$ cat config.mk
export PLATFORM = sky130hd
export DESIGN_NAME = adc_spi_responder_flat
export DESIGN_NICKNAME = d
export VERILOG_FILES = /design/src/rtl/adc_spi_if.sv /design/src/rtl/adc_spi_responder.sv /design/src/flat_wrapper.sv
export SDC_FILE = /design/constraint.sdc
export NUM_CORES = 1
export LEC_CHECK = 0
export ABC_AREA = 1
export CORE_UTILIZATION = 30
export DETAILED_ROUTE_END_ITERATION = 8
export DONT_BUFFER_PORTS = 1
export PLACE_DENSITY_LB_ADDON = 0.1
export SYNTH_ARGS = -nofsm -noshare
export SYNTH_HDL_FRONTEND = slang
export SYNTH_SLANG_ARGS = --single-unit
$ cat constraint.sdc
create_clock -name clk -period 4.64 [get_ports clk]
set_input_delay 1.16 -clock clk [delete_from_list [all_inputs] [get_ports clk]]
set_output_delay 1.16 -clock clk [all_outputs]
set_load 0.01 [all_outputs]
$ cat src/rtl/adc_spi_if.sv
// Serial ADC link between the polling host (master) and the ADC responder (slave).
interface adc_spi_if;
    logic ad_clk;
    logic cs_n;
    logic din;
    logic dout;
    logic dout_oe;

    modport master (output ad_clk, output cs_n, output din, input dout, input dout_oe);
    modport slave  (input ad_clk, input cs_n, input din, output dout, output dout_oe);
endinterface

$ cat src/rtl/adc_spi_responder.sv
// MCP3008-style ADC responder: decodes start/SGL/D2..D0 from the host and shifts a
// null bit plus the DATA_W-bit result out MSB first, all on the oversampling clk.
module adc_spi_responder #(
    parameter int unsigned DATA_W      = 10,
    parameter int unsigned NUM_CH      = 8,
    parameter int unsigned SYNC_STAGES = 2
) (
    input  logic                     clk,
    input  logic                     rst,
    adc_spi_if.slave                 spi,
    input  logic [NUM_CH*DATA_W-1:0] ch_data,
    output logic [2:0]               sel_ch,
    output logic                     sgl,
    output logic                     conv_strobe,
    output logic                     frame_done,
    output logic                     frame_abort
);

    localparam int unsigned CNT_W = $clog2(DATA_W + 1);

    typedef enum logic [2:0] {IDLE, WAIT_START, CMD, NULLB, DATA, DONE} state_t;

    logic [SYNC_STAGES-1:0] ak_sync, cs_sync, din_sync;
    logic                   ak_q;
    logic                   ak_s, cs_act, din_s, rise, fall;

    state_t            state_q, state_n;
    logic [CNT_W-1:0]  cnt_q, cnt_n;
    logic [2:0]        cmd_q, cmd_n;
    logic [DATA_W-1:0] sr_q, sr_n;
    logic              dout_q, dout_n, oe_q, oe_n;
    logic [2:0]        sel_n;
    logic              sgl_n, strobe_n, done_n, abort_n;

    logic [DATA_W-1:0] ch [NUM_CH];
    logic [2:0]        idx;
    logic [DATA_W:0]   diff;
    logic [DATA_W-1:0] result;

    // Synchronizers for the host-domain inputs; cs_n idles deasserted
    always_ff @(posedge clk or posedge rst) begin
        if (rst) begin
            ak_sync  <= '0;
            cs_sync  <= '1;
            din_sync <= '0;
            ak_q     <= 1'b0;
        end else begin
            ak_sync  <= (ak_sync << 1)  | SYNC_STAGES'(spi.ad_clk);
            cs_sync  <= (cs_sync << 1)  | SYNC_STAGES'(spi.cs_n);
            din_sync <= (din_sync << 1) | SYNC_STAGES'(spi.din);
            ak_q     <= ak_sync[SYNC_STAGES-1];
        end
    end

    assign ak_s   = ak_sync[SYNC_STAGES-1];
    assign cs_act = ~cs_sync[SYNC_STAGES-1];
    assign din_s  = din_sync[SYNC_STAGES-1];
    assign rise   = ak_s & ~ak_q & cs_act;
    assign fall   = ~ak_s & ak_q & cs_act;

    always_ff @(posedge clk or posedge rst) begin
        if (rst) begin
            state_q     <= IDLE;
            cnt_q       <= '0;
            cmd_q       <= '0;
            sr_q        <= '0;
            dout_q      <= 1'b0;
            oe_q        <= 1'b0;
            sel_ch      <= '0;
            sgl         <= 1'b0;
            conv_strobe <= 1'b0;
            frame_done  <= 1'b0;
            frame_abort <= 1'b0;
        end else begin
            state_q     <= state_n;
            cnt_q       <= cnt_n;
            cmd_q       <= cmd_n;
            sr_q        <= sr_n;
            dout_q      <= dout_n;
            oe_q        <= oe_n;
            sel_ch      <= sel_n;
            sgl         <= sgl_n;
            conv_strobe <= strobe_n;
            frame_done  <= done_n;
            frame_abort <= abort_n;
        end
    end

    always_comb begin
        for (int k = 0; k < int'(NUM_CH); k++) ch[k] = ch_data[k*DATA_W +: DATA_W];
    end

    // Result for the command completed by the current din sample (valid on the D0 edge)
    always_comb begin
        idx    = {cmd_q[1:0], din_s};
        diff   = {1'b0, ch[idx]} - {1'b0, ch[idx ^ 3'd1]};
        result = cmd_q[2] ? ch[idx] : (diff[DATA_W] ? '0 : diff[DATA_W-1:0]);
    end

    always_comb begin
        state_n  = state_q;
        cnt_n    = cnt_q;
        cmd_n    = cmd_q;
        sr_n     = sr_q;
        dout_n   = dout_q;
        oe_n     = oe_q;
        sel_n    = sel_ch;
        sgl_n    = sgl;
        strobe_n = 1'b0;
        done_n   = 1'b0;
        abort_n  = 1'b0;
        if (!cs_act && (state_q == CMD || state_q == NULLB || state_q == DATA)) begin
            abort_n = 1'b1;
            dout_n  = 1'b0;
            oe_n    = 1'b0;
            state_n = IDLE;
        end else begin
            unique case (state_q)
                IDLE: if (cs_act) state_n = WAIT_START;
                WAIT_START: begin
                    if (!cs_act) state_n = IDLE;
                    else if (rise && din_s) begin
                        state_n = CMD;
                        cnt_n   = '0;
                    end
                end
                CMD: if (rise) begin
                    if (cnt_q == CNT_W'(3)) begin
                        sel_n    = idx;
                        sgl_n    = cmd_q[2];
                        sr_n     = result;
                        strobe_n = 1'b1;
                        cnt_n    = '0;
                        state_n  = NULLB;
                    end else begin
                        cmd_n = {cmd_q[1:0], din_s};
                        cnt_n = cnt_q + CNT_W'(1);
                    end
                end
                NULLB: if (fall) begin
                    dout_n  = 1'b0;
                    oe_n    = 1'b1;
                    state_n = DATA;
                end
                DATA: if (fall) begin
                    if (cnt_q == CNT_W'(DATA_W)) begin
                        dout_n  = 1'b0;
                        oe_n    = 1'b0;
                        done_n  = 1'b1;
                        state_n = DONE;
                    end else begin
                        dout_n = sr_q[DATA_W-1];
                        sr_n   = sr_q << 1;
                        cnt_n  = cnt_q + CNT_W'(1);
                    end
                end
                DONE: if (!cs_act) state_n = IDLE;
                default: state_n = IDLE;
            endcase
        end
    end

    assign spi.dout    = dout_q;
    assign spi.dout_oe = oe_q;

endmodule

$ cat src/flat_wrapper.sv
// flat-port wrapper written by rule: the top's interface ports become plain ports
module adc_spi_responder_flat 
#(
    parameter int unsigned DATA_W      = 10,
    parameter int unsigned NUM_CH      = 8,
    parameter int unsigned SYNC_STAGES = 2
)
  (clk, rst, ch_data, sel_ch, sgl, conv_strobe, frame_done, frame_abort, spi_ad_clk, spi_cs_n, spi_din, spi_dout, spi_dout_oe);
  adc_spi_if spi_i ();
  input  logic clk;
  input  logic rst;
  input  logic [NUM_CH*DATA_W-1:0] ch_data;
  output logic [2:0] sel_ch;
  output logic sgl;
  output logic conv_strobe;
  output logic frame_done;
  output logic frame_abort;
  input wire logic [$bits(spi_i.ad_clk)-1:0] spi_ad_clk;
  input wire logic [$bits(spi_i.cs_n)-1:0] spi_cs_n;
  input wire logic [$bits(spi_i.din)-1:0] spi_din;
  output wire logic [$bits(spi_i.dout)-1:0] spi_dout;
  output wire logic [$bits(spi_i.dout_oe)-1:0] spi_dout_oe;
  assign spi_i.ad_clk = spi_ad_clk;
  assign spi_i.cs_n = spi_cs_n;
  assign spi_i.din = spi_din;
  assign spi_dout = spi_i.dout;
  assign spi_dout_oe = spi_i.dout_oe;
  adc_spi_responder #(.DATA_W(DATA_W), .NUM_CH(NUM_CH), .SYNC_STAGES(SYNC_STAGES)) u_core (.clk(clk), .rst(rst), .spi(spi_i), .ch_data(ch_data), .sel_ch(sel_ch), .sgl(sgl), .conv_strobe(conv_strobe), .frame_done(frame_done), .frame_abort(frame_abort));
endmodule
==> flow_summary.toml, run 1 <==
[status]
status = "finished clean"

[power]
p_leak_nw = 2.17
pwr-share-comb = 0.705
p_int_mw = 1.35
power.density_nw_per_um2 = 686
clock_power_share = 0.134
total_power_mw = 2.88
power_frac_seq = 0.161
ir_drop_uv = 211
netSwitchingPower_mw = 1.53
switching_share = 0.532

[synth]
synth-seq-cells = 36
ys.flop_type = "dfrtp_1"
syn_nets = 764
synth.avg_cell_area_um2 = 5.90
ys_warn_count = 0
synthesis.area_um2 = 3930
synth_edf_count = 0
yosysUniqueCellTypes = 35
ys_async_sr_fraction = 1.00
yosysSeqAreaShare = 0.230
postSynthCellCount = 666

[critical_path]
reg2reg_setup_slack_ns = 1.36
rr_worst_depth = 15
critPathMaxFanout = 34
regToRegEndpoint = "u_core.sr_q[2]$_DFFE_PP0P_"
end_kind = "register"
critPathLaunchType = "register"
arrival_ns = 3.50
reg2reg_from = "u_core.cmd_q[0]$_DFFE_PP0P_"
required_ns = 4.86
critPathKind = "reg -> reg"

[hold_path]
hp-class = "reg -> reg"
holdPathEnd = "u_core.ak_sync[1]$_DFF_PP0_"
min_path_cells = 0
min_from = "u_core.ak_sync[0]$_DFF_PP0_"

[floorplan]
rows = 41
ioPinCount = 94
start_util = 0.310
dieArea_um2 = 13600
core_um2 = 12700
die_h_um = 116
die_w_um = 116

[drt]
firstDrtPassIters = 4
ant_nets = 0
vias_per_cell = 4.96
wl_per_cell_um = 13.8
totalWireLength_um = 11300
drt_iter0_drc = 195
drc = 0
dr_total_vias = 4057

[cts]
cts-root-buf = "clkbuf_16"
clock_latency_ns = 0.28
post_cts_buffers = 0
clock_sinks = 36
tritoncts = "done"
cts_max_path_buffers = 2
cts_hold_buf = 0
cts_resized = 0
clkSlewWorstSetupHoldPaths_ns = 0.06
cts_made_buffers = 5
htree_levels = 2

[flow_run]
cap_violations = 0

[timing]
fin_worst_skew_ns = 0.00493
rsz0062_at_grt = "no"
fin_crit_ns = 3.28
fmax_mhz = 305
report.final.slew_viol_count = 0
worstMarginPinSlew_ns = 0.965
slew_headroom = 0.353
hold_viol_final = 0
setup_viol = 0
setup_tns_ns = 0
fin_crit_sh = 0.707

[finish]
final_nets = 743
drive_gt1_frac = 0.0604
n_fill_cell = 1476
n_antenna_cell = 0
final_core_util = 0.331
area_growth_pct = 6.85

[global_route]
grt_pass1_vias = 3787
grt_max_degree = 96
grt_usage = 0.173
grt_pass1_wl_um = 18400
antenna_found_initial = 0
overflow = 0

[placement]
place.gp.congestion = 0.914
port_buffers = 0
dp_hpwl_um = 8620
[cells by family after synthesis]
family,share of synthesized area
xor+xnor,0.00892
simple gates,0.396
compound gates,0.199
buf+inv,0.123
fa+ha+maj,0.0433
flops,0.230
[final cells by class]
cell class / count / area, um^2 / share of cell area
Clock buffer: 5 / 125 / 0.0298
Tap cell: 172 / 215 / 0.0513
Multi-Input combinational cell: 510 / 2540 / 0.606
Inverter: 86 / 323 / 0.0769
Clock inverter: 3 / 42.5 / 0.0101
Timing Repair Buffer: 6 / 45.0 / 0.0107
Sequential cell: 36 / 905 / 0.215
[synthesized netlist by cell type, drive strengths merged, types with 3 or more instances]
master / instances / share of area
clkbuf: 16 / 0.015
xor2: 3 / 0.0067
and2: 8 / 0.013
inv: 84 / 0.080
nand3: 67 / 0.099
nand4: 4 / 0.0064
nor3: 3 / 0.0051
dfrtp: 34 / 0.22
nor2: 59 / 0.063
nand2: 209 / 0.21
o21ai: 74 / 0.094
buf: 18 / 0.025
o211ai: 25 / 0.049
a21oi: 41 / 0.052
ha: 12 / 0.038
[stage by stage]
step                setup slack, ns  instances  hold slack (ns)  area (um^2)
finish                         1.36        818            0.347         4200
global route                  0.916        818            0.365         4200
CTS                            1.35        818            0.348         4200
detailed placement             1.37        810            0.335         4030
global placement               1.39        810            0.334         4030
floorplan                      1.78        666            0.331         3930
[sequential cells by signal, indices dropped and copies added (netlist names), 2 cells and up]
name             count
u_core.din_sync      2
u_core.ak_sync       2
u_core.cnt_q         4
u_core.state_q       3
u_core.cmd_q         3
u_core.sr_q         10
u_core.cs_sync       2
u_core.sel_ch        3
[cells in the final DEF, fill, tap and decap left out, drive strengths merged, types with 2 or more instances in the layout]
master / count
nand2: 209
o21ai: 74
o211ai: 25
nor2: 59
clkbuf: 5
and2: 8
nand3: 67
xor2: 3
nand4: 4
dfrtp: 34
ha: 12
clkinv: 3
dfstp: 2
inv: 84
nor3: 3
a21oi: 41
buf: 6
[worst max-delay path by stage]
stage                                 from                    endpoint  slack (ns)  cells past startpoint
2_1_floorplan                  ch_data[30]  u_core.sr_q[4]$_DFFE_PP0P_        1.78                     16
3_3_place_gp   u_core.cmd_q[0]$_DFFE_PP0P_  u_core.sr_q[9]$_DFFE_PP0P_        1.39                     15
3_5_place_dp   u_core.cmd_q[0]$_DFFE_PP0P_  u_core.sr_q[2]$_DFFE_PP0P_        1.37                     15
4_1_cts        u_core.cmd_q[0]$_DFFE_PP0P_  u_core.sr_q[2]$_DFFE_PP0P_        1.35                     15
5_1_grt        u_core.cmd_q[0]$_DFFE_PP0P_  u_core.sr_q[2]$_DFFE_PP0P_        0.92                     15
6_report       u_core.cmd_q[0]$_DFFE_PP0P_  u_core.sr_q[2]$_DFFE_PP0P_        1.36                     15
[power groups by stage]
| stage | registers, mW | logic [mW] | clock network, mW |
|---|---|---|---|
| 6_report | 0.464 | 2.03 | 0.385 |
| 5_1_grt | 0.476 | 2.36 | 0.408 |
| 4_1_cts | 0.464 | 2.05 | 0.395 |
| 3_5_place_dp | 0.468 | 2.04 | 0 |
| 3_3_place_gp | 0.468 | 2.04 | 0 |
| 2_1_floorplan | 0.447 | 1.62 | 0 |
[per-layer routing]
layer  global-route usage  part of all wire  up-vias
met4               0.0410             0.010        0
met3               0.0239             0.042       13
met1                0.222              0.48     1857
met5                    0                 0        -
li1                     -                 -     2108
met2                0.304              0.47       79
[worst max-delay path, cell delays in order (launching register included)]
cell,delay (ns)
dfrtp_1,0.35
clkinv_1,0.75
o211ai_1,0.37
nand3_1,0.18
and2_1,0.21
ha_1,0.37
nand2_1,0.10
nor2_1,0.15
nand3_1,0.09
nand3_1,0.13
nand2_1,0.09
inv_1,0.18
nand2_1,0.08
nand2_1,0.07
nand2_1,0.04
nand2_1,0.05
No activity file was read; power rests on OpenSTA's default activity.
==> run 2, diff against run 1 <==
==> constraint.sdc (replaced) <==
create_clock -name clk -period 2.7 [get_ports clk]
set_input_delay 0.675 -clock clk [delete_from_list [all_inputs] [get_ports clk]]
set_output_delay 0.675 -clock clk [all_outputs]
set_load 0.01 [all_outputs]
==> run 2 against run 1 <==
  * First-iteration DRC count grew 24%
  * Die area is the same
  * Combinational power grew 120%
  * Critical endpoint is now u_core.sr_q[0]$_DFFE_PP0P_
  * Clock power grew 50%
  * Clock skew grew 0.0031 ns
  * Critical path type unchanged
==> flow_summary.toml, run 2 (synthesized netlist as in run 1, its figures left out) <==
[timing]
worstMarginPinSlew_ns = 0.476
fin_crit_sh = 0.978
rsz0062_at_grt = "yes"
hold_viol_final = 0
setup_ws_ns = 0.0607
report.final.slew_viol_count = 0
setup_viol = 0
fmax_mhz = 379
slew_headroom = 0.683
fin_worst_skew_ns = 0.00806
fin_crit_ns = 2.64

[finish]
drive_gt1_frac = 0.166
largest-register = "u_core.sr_q"
fin_cells = 853
most-common-layout-cells = "196 x nand2_1, 77 x inv_1, 59 x nand3_1, 58 x o21ai_0, 51 x nor2_1"
top_regs = "u_core.sr_q: 10 flops, u_core.cnt_q: 4 flops"
n_antenna_cell = 0
largest_reg_flops = 10
final_nets = 778
area_growth_pct = 23.4
mostFrequentLayoutCell = "nand2_1"

[power]
netSwitchingPower_mw = 2.97
p_int_mw = 2.85
p_leak_nw = 2.42
pwr-share-comb = 0.762
switching_share = 0.510
power.density_nw_per_um2 = 1200
ir_drop_uv = 445
clock_power_share = 0.099
power_frac_seq = 0.139

[placement]
dp_cells = 825
port_buffers = 0
dp_hpwl_um = 8920
place_ws_ns = -0.0207
place.gp.congestion = 0.929

[hold_path]
hp-class = "reg -> reg"
min_path_cells = 0

[critical_path]
required_ns = 2.87
critPathKind = "reg -> reg"
crit_path_start = "u_core.din_sync[1]$_DFF_PP0_"
arrival_ns = 2.80
worstSetupEndpoint = "u_core.sr_q[0]$_DFFE_PP0P_"
rr_worst_depth = 20
critPathMaxFanout = 7
end_kind = "register"
regToRegEndpoint = "u_core.sr_q[0]$_DFFE_PP0P_"
reg2reg_from = "u_core.din_sync[1]$_DFF_PP0_"
critPathLaunchType = "register"
reg2reg_setup_slack_ns = 0.06

[global_route]
grt_usage = 0.172
antenna_found_initial = 0
grt_pass1_wl_um = 18300
overflow = 0
grt_pass1_vias = 3837
grt_max_degree = 50

[cts]
clock_sinks = 36
cts_max_path_buffers = 2
htree_levels = 2
cts_made_buffers = 5
clock_latency_ns = 0.28
cts-root-buf = "clkbuf_16"
clkSlewWorstSetupHoldPaths_ns = 0.06
tritoncts = "done"

[drt]
drt_iter0_drc = 242
wl_per_cell_um = 14.7
dr_total_vias = 4288
vias_per_cell = 5.03
drc = 0
ant_nets = 0
firstDrtPassIters = 4
totalWireLength_um = 12500

[floorplan]
core_um2 = 12700
rows = 41
dieArea_um2 = 13600
die_w_um = 116
ioPinCount = 94
start_util = 0.310
die_h_um = 116

[status]
status = "finished clean"

[flow_run]
cap_violations = 0
==> run 2: changes by cell type in the layout (fill, tap and decap cells not counted), moves of 6 or more <==
cell       change
ha_4           +8
nand2_1        -8
o21ai_1        +9
buf_6          +6
o21ai_0       -12
buf_4         +18
clkbuf_16      +6
ha_1           -8
nand2_2        +8
==> run 2: cell type report <==
class	count	area [um^2]
clock buffer	5	125
clock inverter	3	23.8
fill	1421	7820
inverter	86	329
multi-input combinational	510	2750
sequential	36	905
tap	172	215
timing repair buffer	41	498
==> run 2: power groups by stage <==
stage | registers [mW] | clock network (mW) | logic (mW)
finish | 0.806 | 0.576 | 4.44
global route | 0.826 | 0.618 | 5.02
CTS | 0.807 | 0.597 | 3.74
detailed placement | 0.813 | 0 | 3.72
global placement | 0.814 | 0 | 3.71
floorplan | 0.768 | 0 | 2.78
==> run 2: stage by stage <==
stage / utilization / setup TNS (ns) / hold WS (ns) / instance area [um^2] / power, mW
after floorplan: - / 0 / 0.331 / 3930 / 3.55
after global placement: 0.332 / 0 / 0.335 / 4210 / 4.52
after detailed placement: 0.332 / -0.0207 / 0.337 / 4210 / 4.54
after CTS: 0.344 / 0 / 0.352 / 4360 / 5.14
after global routing: 0.383 / -0.480 / 0.364 / 4850 / 6.46
final: 0.383 / 0 / 0.349 / 4850 / 5.82
==> run 2: per-layer routing <==
| metal | vias up | global-route usage | wire length, um |
|---|---|---|---|
| met1 | 1977 | 0.213 | 5630 |
| li1 | 2191 | - | - |
| met5 | - | 0 | 0 |
| met4 | 0 | 0.0333 | 125 |
| met3 | 10 | 0.0254 | 605 |
| met2 | 110 | 0.317 | 6140 |
==> run 2: what timing repair did <==
| item | 4_1_cts | 5_1_grt |
|---|---|---|
| endpoints found under the hold margin | 0 | 0 |
| pin swaps | 0 | 21 |
| hold buffers | 0 | 0 |
| cloned | 0 | 8 |
| endpoints found under the setup margin | 5 | 10 |
| gates resized for setup | 3 | 62 |
| buffers inserted | 0 | 12 |
==> run 2: worst max-delay path: stages (launching register included) <==
cell and delay, ns:
dfrtp_2 0.48, buf_6 0.16, clkbuf_16 0.16, buf_6 0.13, buf_4 0.13, nand2_1 0.05
o211ai_1 0.09, nand3_1 0.11, o21ai_2 0.08, ha_4 0.27, nand2_2 0.08, inv_1 0.06
nand2_1 0.06, nand2_1 0.04, nand2_1 0.07, nand3_2 0.08, nand2_2 0.08, buf_4 0.11
nor2_2 0.03, o21ai_1 0.16, nand2_1 0.07
==> run 2: worst min-delay path by stage <==
stage / endpoint / start / slack, ns
after floorplan: u_core.ak_sync[1]$_DFF_PP0_ / u_core.ak_sync[0]$_DFF_PP0_ / 0.33
after global placement: u_core.din_sync[1]$_DFF_PP0_ / u_core.din_sync[0]$_DFF_PP0_ / 0.33
after detailed placement: u_core.din_sync[1]$_DFF_PP0_ / u_core.din_sync[0]$_DFF_PP0_ / 0.34
after CTS: u_core.din_sync[1]$_DFF_PP0_ / u_core.din_sync[0]$_DFF_PP0_ / 0.35
after global routing: u_core.din_sync[1]$_DFF_PP0_ / u_core.din_sync[0]$_DFF_PP0_ / 0.36
final: u_core.din_sync[1]$_DFF_PP0_ / u_core.din_sync[0]$_DFF_PP0_ / 0.35
